[src/rtl/alu_mul_seq_pkg.sv]
// Shared definitions for the sequential multiplier.
// Holds the alu32 control codes (the same values the main decoder uses), the
// operand width, the FSM state type, and a helper that picks the next step
// from the remaining multiplier bits.
package alu_mul_seq_pkg;

   localparam int MUL_WIDTH = 32;

   localparam logic [3:0] ALUCTL_ADD = 4'b0000;
   localparam logic [3:0] ALUCTL_SUB = 4'b1000;
   localparam logic [3:0] ALUCTL_SLL = 4'b0001;
   localparam logic [3:0] ALUCTL_SLT = 4'b0010;
   localparam logic [3:0] ALUCTL_XOR = 4'b0100;
   localparam logic [3:0] ALUCTL_SRL = 4'b0101;
   localparam logic [3:0] ALUCTL_OR  = 4'b0110;
   localparam logic [3:0] ALUCTL_AND = 4'b0111;

   typedef enum logic [2:0] {
      S_IDLE = 3'd0,
      S_REQ  = 3'd1,
      S_ADD  = 3'd2,
      S_SHL  = 3'd3,
      S_SHR  = 3'd4,
      S_DONE = 3'd5
   } mul_state_t;

   // Stop once no multiplier bits remain; add only when the current LSB is set.
   function automatic mul_state_t next_step(input logic [MUL_WIDTH-1:0] mplier);
      if (mplier == '0)
         return S_DONE;
      else if (mplier[0])
         return S_ADD;
      else
         return S_SHL;
   endfunction

endpackage

[src/rtl/alu_mul_seq.sv]
// Shift-and-add multiplier sequencer that borrows the shared alu32.
// Produces the low WIDTH bits of a*b using only ADD, SLL-by-1 and SRL-by-1.
//
// state | meaning
// IDLE  | waiting for start; ALU outputs parked at zero
// REQ   | requesting the ALU; first step chosen once granted
// ADD   | acc <= acc + mcand
// SHL   | mcand <= mcand << 1
// SHR   | mplier <= mplier >> 1; next step chosen from the shifted value
// DONE  | one-cycle done pulse; product valid
//
// Ports:
//   clk, reset          clock, asynchronous active-high reset
//   start, a, b         launch request and operands (sampled in IDLE only)
//   busy, done, product status, completion pulse, result (held until next DONE)
//   alu_req, alu_gnt    ALU ownership handshake with the core-side mux
//   alu_srca/srcb/control/shamt  operands driven to alu32
//   alu_result          alu32 output, combinational in the same cycle
module alu_mul_seq
   import alu_mul_seq_pkg::*;
#(
   parameter int WIDTH = MUL_WIDTH
) (
   input  logic             clk,
   input  logic             reset,
   input  logic             start,
   input  logic [WIDTH-1:0] a,
   input  logic [WIDTH-1:0] b,
   output logic             busy,
   output logic             done,
   output logic [WIDTH-1:0] product,
   output logic             alu_req,
   input  logic             alu_gnt,
   output logic [WIDTH-1:0] alu_srca,
   output logic [WIDTH-1:0] alu_srcb,
   output logic [3:0]       alu_control,
   output logic [4:0]       alu_shamt,
   input  logic [WIDTH-1:0] alu_result
);

   mul_state_t       state, state_nxt;
   logic [WIDTH-1:0] acc, mcand, mplier, product_q;

   always_ff @(posedge clk or posedge reset) begin
      if (reset) begin
         state     <= S_IDLE;
         acc       <= '0;
         mcand     <= '0;
         mplier    <= '0;
         product_q <= '0;
      end else begin
         state <= state_nxt;
         // Product loads on entry to DONE so it is already valid while done is high.
         if (state_nxt == S_DONE && state != S_DONE)
            product_q <= acc;
         case (state)
            S_IDLE: if (start) begin
               mcand  <= a;
               mplier <= b;
               acc    <= '0;
            end
            S_ADD:  if (alu_gnt) acc    <= alu_result;
            S_SHL:  if (alu_gnt) mcand  <= alu_result;
            S_SHR:  if (alu_gnt) mplier <= alu_result;
            default: ;
         endcase
      end
   end

   // ALU outputs depend only on state and frozen registers, so they hold during a stall.
   always_comb begin
      state_nxt   = state;
      busy        = 1'b0;
      done        = 1'b0;
      alu_req     = 1'b0;
      alu_srca    = '0;
      alu_srcb    = '0;
      alu_control = ALUCTL_ADD;
      alu_shamt   = 5'd0;
      case (state)
         S_IDLE: begin
            if (start) state_nxt = S_REQ;
         end
         S_REQ: begin
            busy    = 1'b1;
            alu_req = 1'b1;
            if (alu_gnt) state_nxt = next_step(mplier);
         end
         S_ADD: begin
            busy        = 1'b1;
            alu_req     = 1'b1;
            alu_srca    = acc;
            alu_srcb    = mcand;
            alu_control = ALUCTL_ADD;
            if (alu_gnt) state_nxt = S_SHL;
         end
         S_SHL: begin
            busy        = 1'b1;
            alu_req     = 1'b1;
            alu_srca    = mcand;
            alu_control = ALUCTL_SLL;
            alu_shamt   = 5'd1;
            if (alu_gnt) state_nxt = S_SHR;
         end
         S_SHR: begin
            busy        = 1'b1;
            alu_req     = 1'b1;
            alu_srca    = mplier;
            alu_control = ALUCTL_SRL;
            alu_shamt   = 5'd1;
            if (alu_gnt) state_nxt = next_step(alu_result);
         end
         S_DONE: begin
            done      = 1'b1;
            state_nxt = S_IDLE;
         end
         default: state_nxt = S_IDLE;
      endcase
   end

   assign product = product_q;

endmodule

[config.mk]
export PLATFORM = sky130hd
export DESIGN_NAME = alu_mul_seq
export DESIGN_NICKNAME = d
export VERILOG_FILES = /design/src/rtl/alu_mul_seq_pkg.sv /design/src/rtl/alu_mul_seq.sv
export SDC_FILE = /design/constraint.sdc
export NUM_CORES = 1
export LEC_CHECK = 0
export CAP_MARGIN = 20
export CORE_MARGIN = 1
export CORE_UTILIZATION = 50
export CTS_CLUSTER_SIZE = 14
export DETAILED_ROUTE_END_ITERATION = 12
export GPL_TIMING_DRIVEN = 0
export HOLD_SLACK_MARGIN = 0.15
export PLACE_DENSITY = 0.83
export SYNTH_ARGS = -nofsm -noshare
export SYNTH_HDL_FRONTEND = slang
export SYNTH_SLANG_ARGS = --single-unit
[constraint.sdc]
create_clock -name clk -period 11.4 [get_ports clk]
set_clock_uncertainty 0.2 [all_clocks]
set_input_delay 2.28 -clock clk [delete_from_list [all_inputs] [get_ports clk]]
set_output_delay 2.28 -clock clk [all_outputs]
set_load 0.005 [all_outputs]
==> results_dict.tcl, run 1 <==
set metrics [dict create \
    slew_headroom_pct 33.77 \
    min_path_type "flip-flop to flip-flop" \
    p_int_mw 1.660 \
    yosysUniqueCellTypes 32 \
    die_w_um 117.5 \
    swShare_pct 36.88 \
    wl_met1_um 8348 \
    cp.required_ps 8920 \
    holdWs_ps 290.2 \
    cts_resized 0 \
    tns_ps 0 \
    cts_buffer_depth 2 \
    finalHoldViolCount 0 \
    synthToLayoutAreaGrowth_pct 43.69 \
    path_buf_inv 4 \
    wl_met2_um 10720 \
    synth_area_leaders "dfrtp_1 49%, mux2i_1 15%, nand2_1 7.7%" \
    drt_iter0_markers 470 \
    worstSetupPathType "flip-flop to output pin" \
    whs_path_depth 1 \
    wl_per_cell_um 19.83 \
    cts_tree "done" \
    ys_ff_latch 131 \
    report.final.slew_viol_count 0 \
    grt_max_degree 67 \
    pwr_density_cell_mw_per_mm2 274.4 \
    numClockSinks 131 \
    portBuffers 201 \
    postCtsHoldBufs 0 \
    clk_latency_ps 420 \
    highest_layer "met4" \
    period_needed_ps 5592 \
    nNetsFinal 1014 \
    num_antenna_cells 0 \
    final_antenna_net_count 0 \
    power_leakage_nw 4.440 \
    startpoint_type "flip-flop" \
    timing.critical_path.mode_cell "nand2_1" \
    p_switching_uw 969.8 \
    syn_inst 688 \
    vias 6354 \
    status "completed" \
    p_comb_share_pct 45.3 \
    antenna_found_initial 0 \
    final_core_util_pct 74.73 \
    io_pins 208 \
    cts_max_level 4 \
    layout-drive-gt1-share_pct 6.688 \
    post_cts_buffers 0 \
    async_reset_ff_share_pct 100.0 \
    routed_via_density 5.782 \
    mappedNetlistArea_sq_mm 0.006670 \
    core_area_sq_mm 0.01282 \
    clock.fmax_ghz 0.1788 \
    grt_pass1_wl_um 34420 \
    seqPwrFrac_pct 32.6 \
    yosys.area.top_type "dfrtp_1" \
    die_h_um 117.5 \
    crit_arrival_ps 3110 \
    fp-row-count 41 \
    cts.reportedPaths.clkPinSlew_ps 60 \
    drt-pass1-iter-count 5 \
    grt_overflow 0 \
    ys.flop_type "dfrtp_1" \
    period_share_pct 49.05 \
    die-area_sq_mm 0.01381 \
    yosysTopAreaCellShare_pct 49.15 \
    cts_buffers 17 \
    worst_slew_pin_slew_ps 993.4 \
    critical_path.slowest_cell "clkdlybuf4s50_1" \
    yosysSeqAreaShare_pct 49.15 \
    final-setup-viol-count 0 \
    gp_congestion 0.9256 \
    rsz0062_at_grt "false" \
    crit_family "buffers and inverters" \
    crit_fanout 10 \
    met3_length_um 2031 \
    ys_warn_count 0 \
    drc 0 \
    synth-edff-count 0 \
    cap_viol_max_count 0 \
    clkPwrFrac_pct 22.2 \
    root_buffer "clkbuf_16" \
    crit_cells 8 \
    ir_drop_mv 0.1385 \
    syn_area_per_cell_sq_um 9.695 \
    grt_usage_pct 32.41 \
    initial_core_util_pct 52.01 \
    r2r_cells 6 \
    post-dp-hpwl_um 15620 \
    drt-total-wl_um 21800 \
    critPathMaxStageDelay_ps 560 \
    endpoint_kind "output pin" \
    cp_cell_sequence "buf_4, nor2_1, nand2_1, clkinv_1, clkbuf_1, nand2_1, o21ai_0, clkdlybuf4s50_1" \
    grt_pass1_vias 6509 \
]
power by group through the flow:
stage | Combinational [mW] | Sequential [mW] | Clock, mW
detailed placement | 1.18 | 0.857 | 0
CTS | 1.19 | 0.852 | 0.584
finish | 1.19 | 0.856 | 0.584
floorplan | 0.614 | 0.810 | 0
global route | 1.28 | 0.882 | 0.607
global placement | 1.14 | 0.843 | 0
stage by stage:
step	setup WS, ps	area (sq um)	power (mW)	instances
detailed placement	6308	8949	2.034	1067
CTS	5868	9584	2.626	1099
floorplan	5422	6689	1.424	693
finish	5808	9584	2.630	1099
global placement	3782	8916	1.983	1066
global route	5712	9584	2.773	1099
cell families (layout without fill, tap and decap cells):
group,Yosys count,count (layout),share of synthesized area (%)
xor+xnor,1,1,0.1313
mux,130,130,20.13
compound gates,137,137,10.99
simple gates,230,230,15.27
flops,131,131,49.15
other cells,1,6,0.05622
buf+inv,58,292,4.277
sequential cells by signal (all words and copies together), names as in the netlist:
signal   cells
acc         32
mcand       32
mplier      32
product     32
state        3
layout make-up:
class | instances | area [sq um]
plain buffers | 55 | 274.0
clock buffers | 19 | 452.9
clock inverters | 13 | 182.7
fillers | 912 | 3241
inverters | 3 | 16.27
multi-input cells | 504 | 3126
flip-flops and latches | 131 | 3278
well taps | 172 | 215.2
repair buffers | 202 | 2039
synth_stat cells, drive strengths merged (2+ instances only):
cell    count
inv         2
nor4       17
nand4       4
clkbuf     28
nand2     137
a21oi      33
nand3       2
mux2       33
o21ai      98
and2       32
mux2i      97
dfrtp     131
nor2       36
buf        27
worst reg2reg max path, delay by kind of cell (launching register included):
kind,cells,cell delay [ps]
AO/OA/AOI/OAI,2,960
buffers and inverters,2,740
flip-flops,1,360
AND/OR/NAND/NOR,2,360
cell usage in the layout, fill, tap and decap left out, types with 9 or more instances in the layout:
| cell | Yosys | final |
|---|---|---|
| a21oi_1 | 33 | 33 |
| nor4_1 | 17 | 17 |
| nand2_1 | 137 | 137 |
| dfrtp_1 | 131 | 131 |
| nor2_1 | 36 | 36 |
| mux2i_1 | 97 | 97 |
| clkdlybuf4s50_1 | 0 | 201 |
| mux2_1 | 32 | 32 |
| clkbuf_16 | 0 | 17 |
| clkbuf_1 | 28 | 28 |
| o21ai_0 | 97 | 97 |
| buf_2 | 9 | 9 |
| buf_4 | 9 | 9 |
| and2_1 | 32 | 32 |
path summary, 6_finish.rpt:
check / slack [ps] / endpoint / from
hold reg to reg: 290 / product[11]$_DFFE_PP0P_ / product[11]$_DFFE_PP0P_
setup / recovery: 5810 / alu_srca[0] / state[1]$_DFF_PP0_
setup reg to reg: 8640 / mcand[3]$_DFFE_PP0P_ / state[1]$_DFF_PP0_
min in group asynchronous: 2130 / product[20]$_DFFE_PP0P_ / reset
hold / removal: 290 / product[11]$_DFFE_PP0P_ / product[11]$_DFFE_PP0P_
max in group asynchronous: 8120 / mplier[24]$_DFFE_PP0P_ / reset
routing by layer:
layer	vias to the layer above	track usage, %
li1	2816	-
met1	3101	39.26
met2	375	54.40
met3	62	9.109
met4	0	13.30
met5	-	0
(Power assumes the default switching activity.)
==> run 2: changes to the inputs <==
- CORE_UTILIZATION: 50 -> 43
- PLACE_DENSITY: 0.83 -> 0.76
- clock period: 11.4 -> 4.65 ns (I/O delays scaled with it)
==> run 2 against run 1 <==
  * First-iteration DRC count decreased by 12%
  * Highest routed layer unchanged
  * Flip-flop and latch count unchanged
  * Largest power group unchanged
  * Clock power increased by 150%
  * Worst setup slack got worse by 5400 ps
  * Global-route usage decreased by 4.0 points
  * Routed wire length increased by 0.61%
  * Hold slack got worse by 2.5 ps
  * Utilization decreased by 11 points
  * Final cell count increased by 1.5%
  * Count of clock-buffer cells in the layout unchanged
  * Register-to-register slack got worse by 6800 ps
  * Via count decreased by 3.8%
==> results_dict.tcl, run 2 (same netlist as run 1, synthesis figures left out) <==
set metrics [dict create \
    status "completed" \
    final_antenna_net_count 0 \
    io_pins 208 \
    die-area_sq_mm 0.01601 \
    period_needed_ps 4247 \
    cts_buffer_depth 2 \
    cts_buffers 17 \
    final_cell_mix "201 x clkdlybuf4s50_1, 137 x nand2_1, 131 x dfrtp_1" \
    drt_iter0_markers 415 \
    post_cts_buffers 0 \
    report.final.slew_viol_count 0 \
    layout-drive-gt1-share_pct 6.688 \
    core_area_sq_mm 0.01515 \
    critPathMaxStageDelay_ps 560 \
    num_antenna_cells 0 \
    rsz0062_at_grt "false" \
    numPlacedInstances 1083 \
    slew_headroom_pct 23.06 \
    postCtsHoldBufs 0 \
    drt-total-wl_um 21930 \
    numClockSinks 131 \
    finalInstanceArea_sq_mm 0.009604 \
    final.setup.worst_slack_ps 402.8 \
    initial_core_util_pct 44.04 \
    drc 0 \
    gp_congestion 0.8543 \
    layout_commonest_cell "clkdlybuf4s50_1" \
    ir_drop_mv 0.3446 \
    grt_overflow 0 \
    final_core_util_pct 63.41 \
    die_w_um 126.5 \
    vias 6115 \
    antenna_found_initial 0 \
    clk_latency_ps 430 \
    final-setup-viol-count 0 \
    crit_arrival_ps 3120 \
    pwr_density_cell_mw_per_mm2 670.8 \
    grt_pass1_vias 6285 \
    synthToLayoutAreaGrowth_pct 43.99 \
    cts.reportedPaths.clkPinSlew_ps 60 \
    cap_viol_max_count 0 \
    grt_usage_pct 28.43 \
    nNetsFinal 1014 \
    drt-pass1-iter-count 5 \
    portBuffers 201 \
    finalHoldViolCount 0 \
    cp_cell_sequence "buf_4, nor2_1, nand2_1, clkinv_1, clkbuf_1, nand2_1, o21ai_0, clkdlybuf4s50_1" \
    cp.required_ps 3520 \
    startpoint_type "flip-flop" \
    power_leakage_nw 4.440 \
    grt_max_degree 79 \
    cts_tree "done" \
    cts_resized 0 \
    fp-row-count 45 \
    post_dp_cell_area_sq_mm 0.008969 \
    layoutNonFillerInstCount 1115 \
    cts_max_level 4 \
    worst_slew_pin_slew_ps 1154 \
    routed_via_density 5.484 \
    grt_pass1_wl_um 34070 \
    die_h_um 126.5 \
    post-dp-hpwl_um 15690 \
    timing.critical_path.mode_cell "nand2_1" \
    wl_per_cell_um 19.67 \
    dpl_worst_slack_ps 858.7 \
    min_path_type "flip-flop to flip-flop" \
    root_buffer "clkbuf_16" \
    critical_path.slowest_cell "clkdlybuf4s50_1" \
    tns_ps 0 \
    crit_fanout 10 \
    worstSetupPathType "flip-flop to output pin" \
    endpoint_kind "output pin" \
    period_share_pct 91.34 \
    clock.fmax_ghz 0.2354 \
]
[run 2: per-stage QoR]
| stage | hold WS [ps] | total power, mW |
|---|---|---|
| detailed placement | 280.6 | 5.006 |
| global placement | 275.0 | 4.917 |
| finish | 287.7 | 6.442 |
| CTS | 293.1 | 6.460 |
| floorplan | 263.6 | 3.490 |
| global route | 299.7 | 6.837 |
[run 2: layer usage]
metal	global-route usage [%]	wire (um)
met1	36.38	9474
met2	46.54	10420
met3	6.326	1450
met4	12.19	585
met5	0	0
[run 2: layout make-up]
cell class | count | area, sq um
Multi-Input combinational cell | 504 | 3126
Inverter | 3 | 16.27
Buffer | 55 | 274.0
Tap cell | 188 | 235.2
Sequential cell | 131 | 3278
Clock buffer | 19 | 452.9
Fill cell | 1250 | 5542
Timing Repair Buffer | 202 | 2039
Clock inverter | 13 | 182.7
[run 2: worst paths after layout]
kind,from,to,cells after the start,slack [ps]
max reg2reg,state[0]$_DFF_PP0_,mcand[21]$_DFFE_PP0P_,6,1810
max in group asynchronous,reset,mplier[5]$_DFFE_PP0P_,3,2740
min,product[19]$_DFFE_PP0P_,product[19]$_DFFE_PP0P_,1,290
min reg2reg,product[19]$_DFFE_PP0P_,product[19]$_DFFE_PP0P_,1,290
min in group asynchronous,reset,mcand[20]$_DFFE_PP0P_,2,730
max,state[1]$_DFF_PP0_,alu_srca[2],8,400
[run 2: worst max-delay path: cells and delay by family (launching register included)]
kind                   cells  cell delay (ps)
DFF                        1              360
AOI/OAI and AO/OA          1              140
buffers and inverters      4             1490
and+or+nand+nor            3              690
[run 2: report_power, final]
group | switching [mW] | total, mW | internal, mW
registers | 0.397 | 2.09 | 1.69
clock network | 0.520 | 1.44 | 0.923
logic | 1.46 | 2.91 | 1.46
total | 2.37 | 6.44 | 4.07
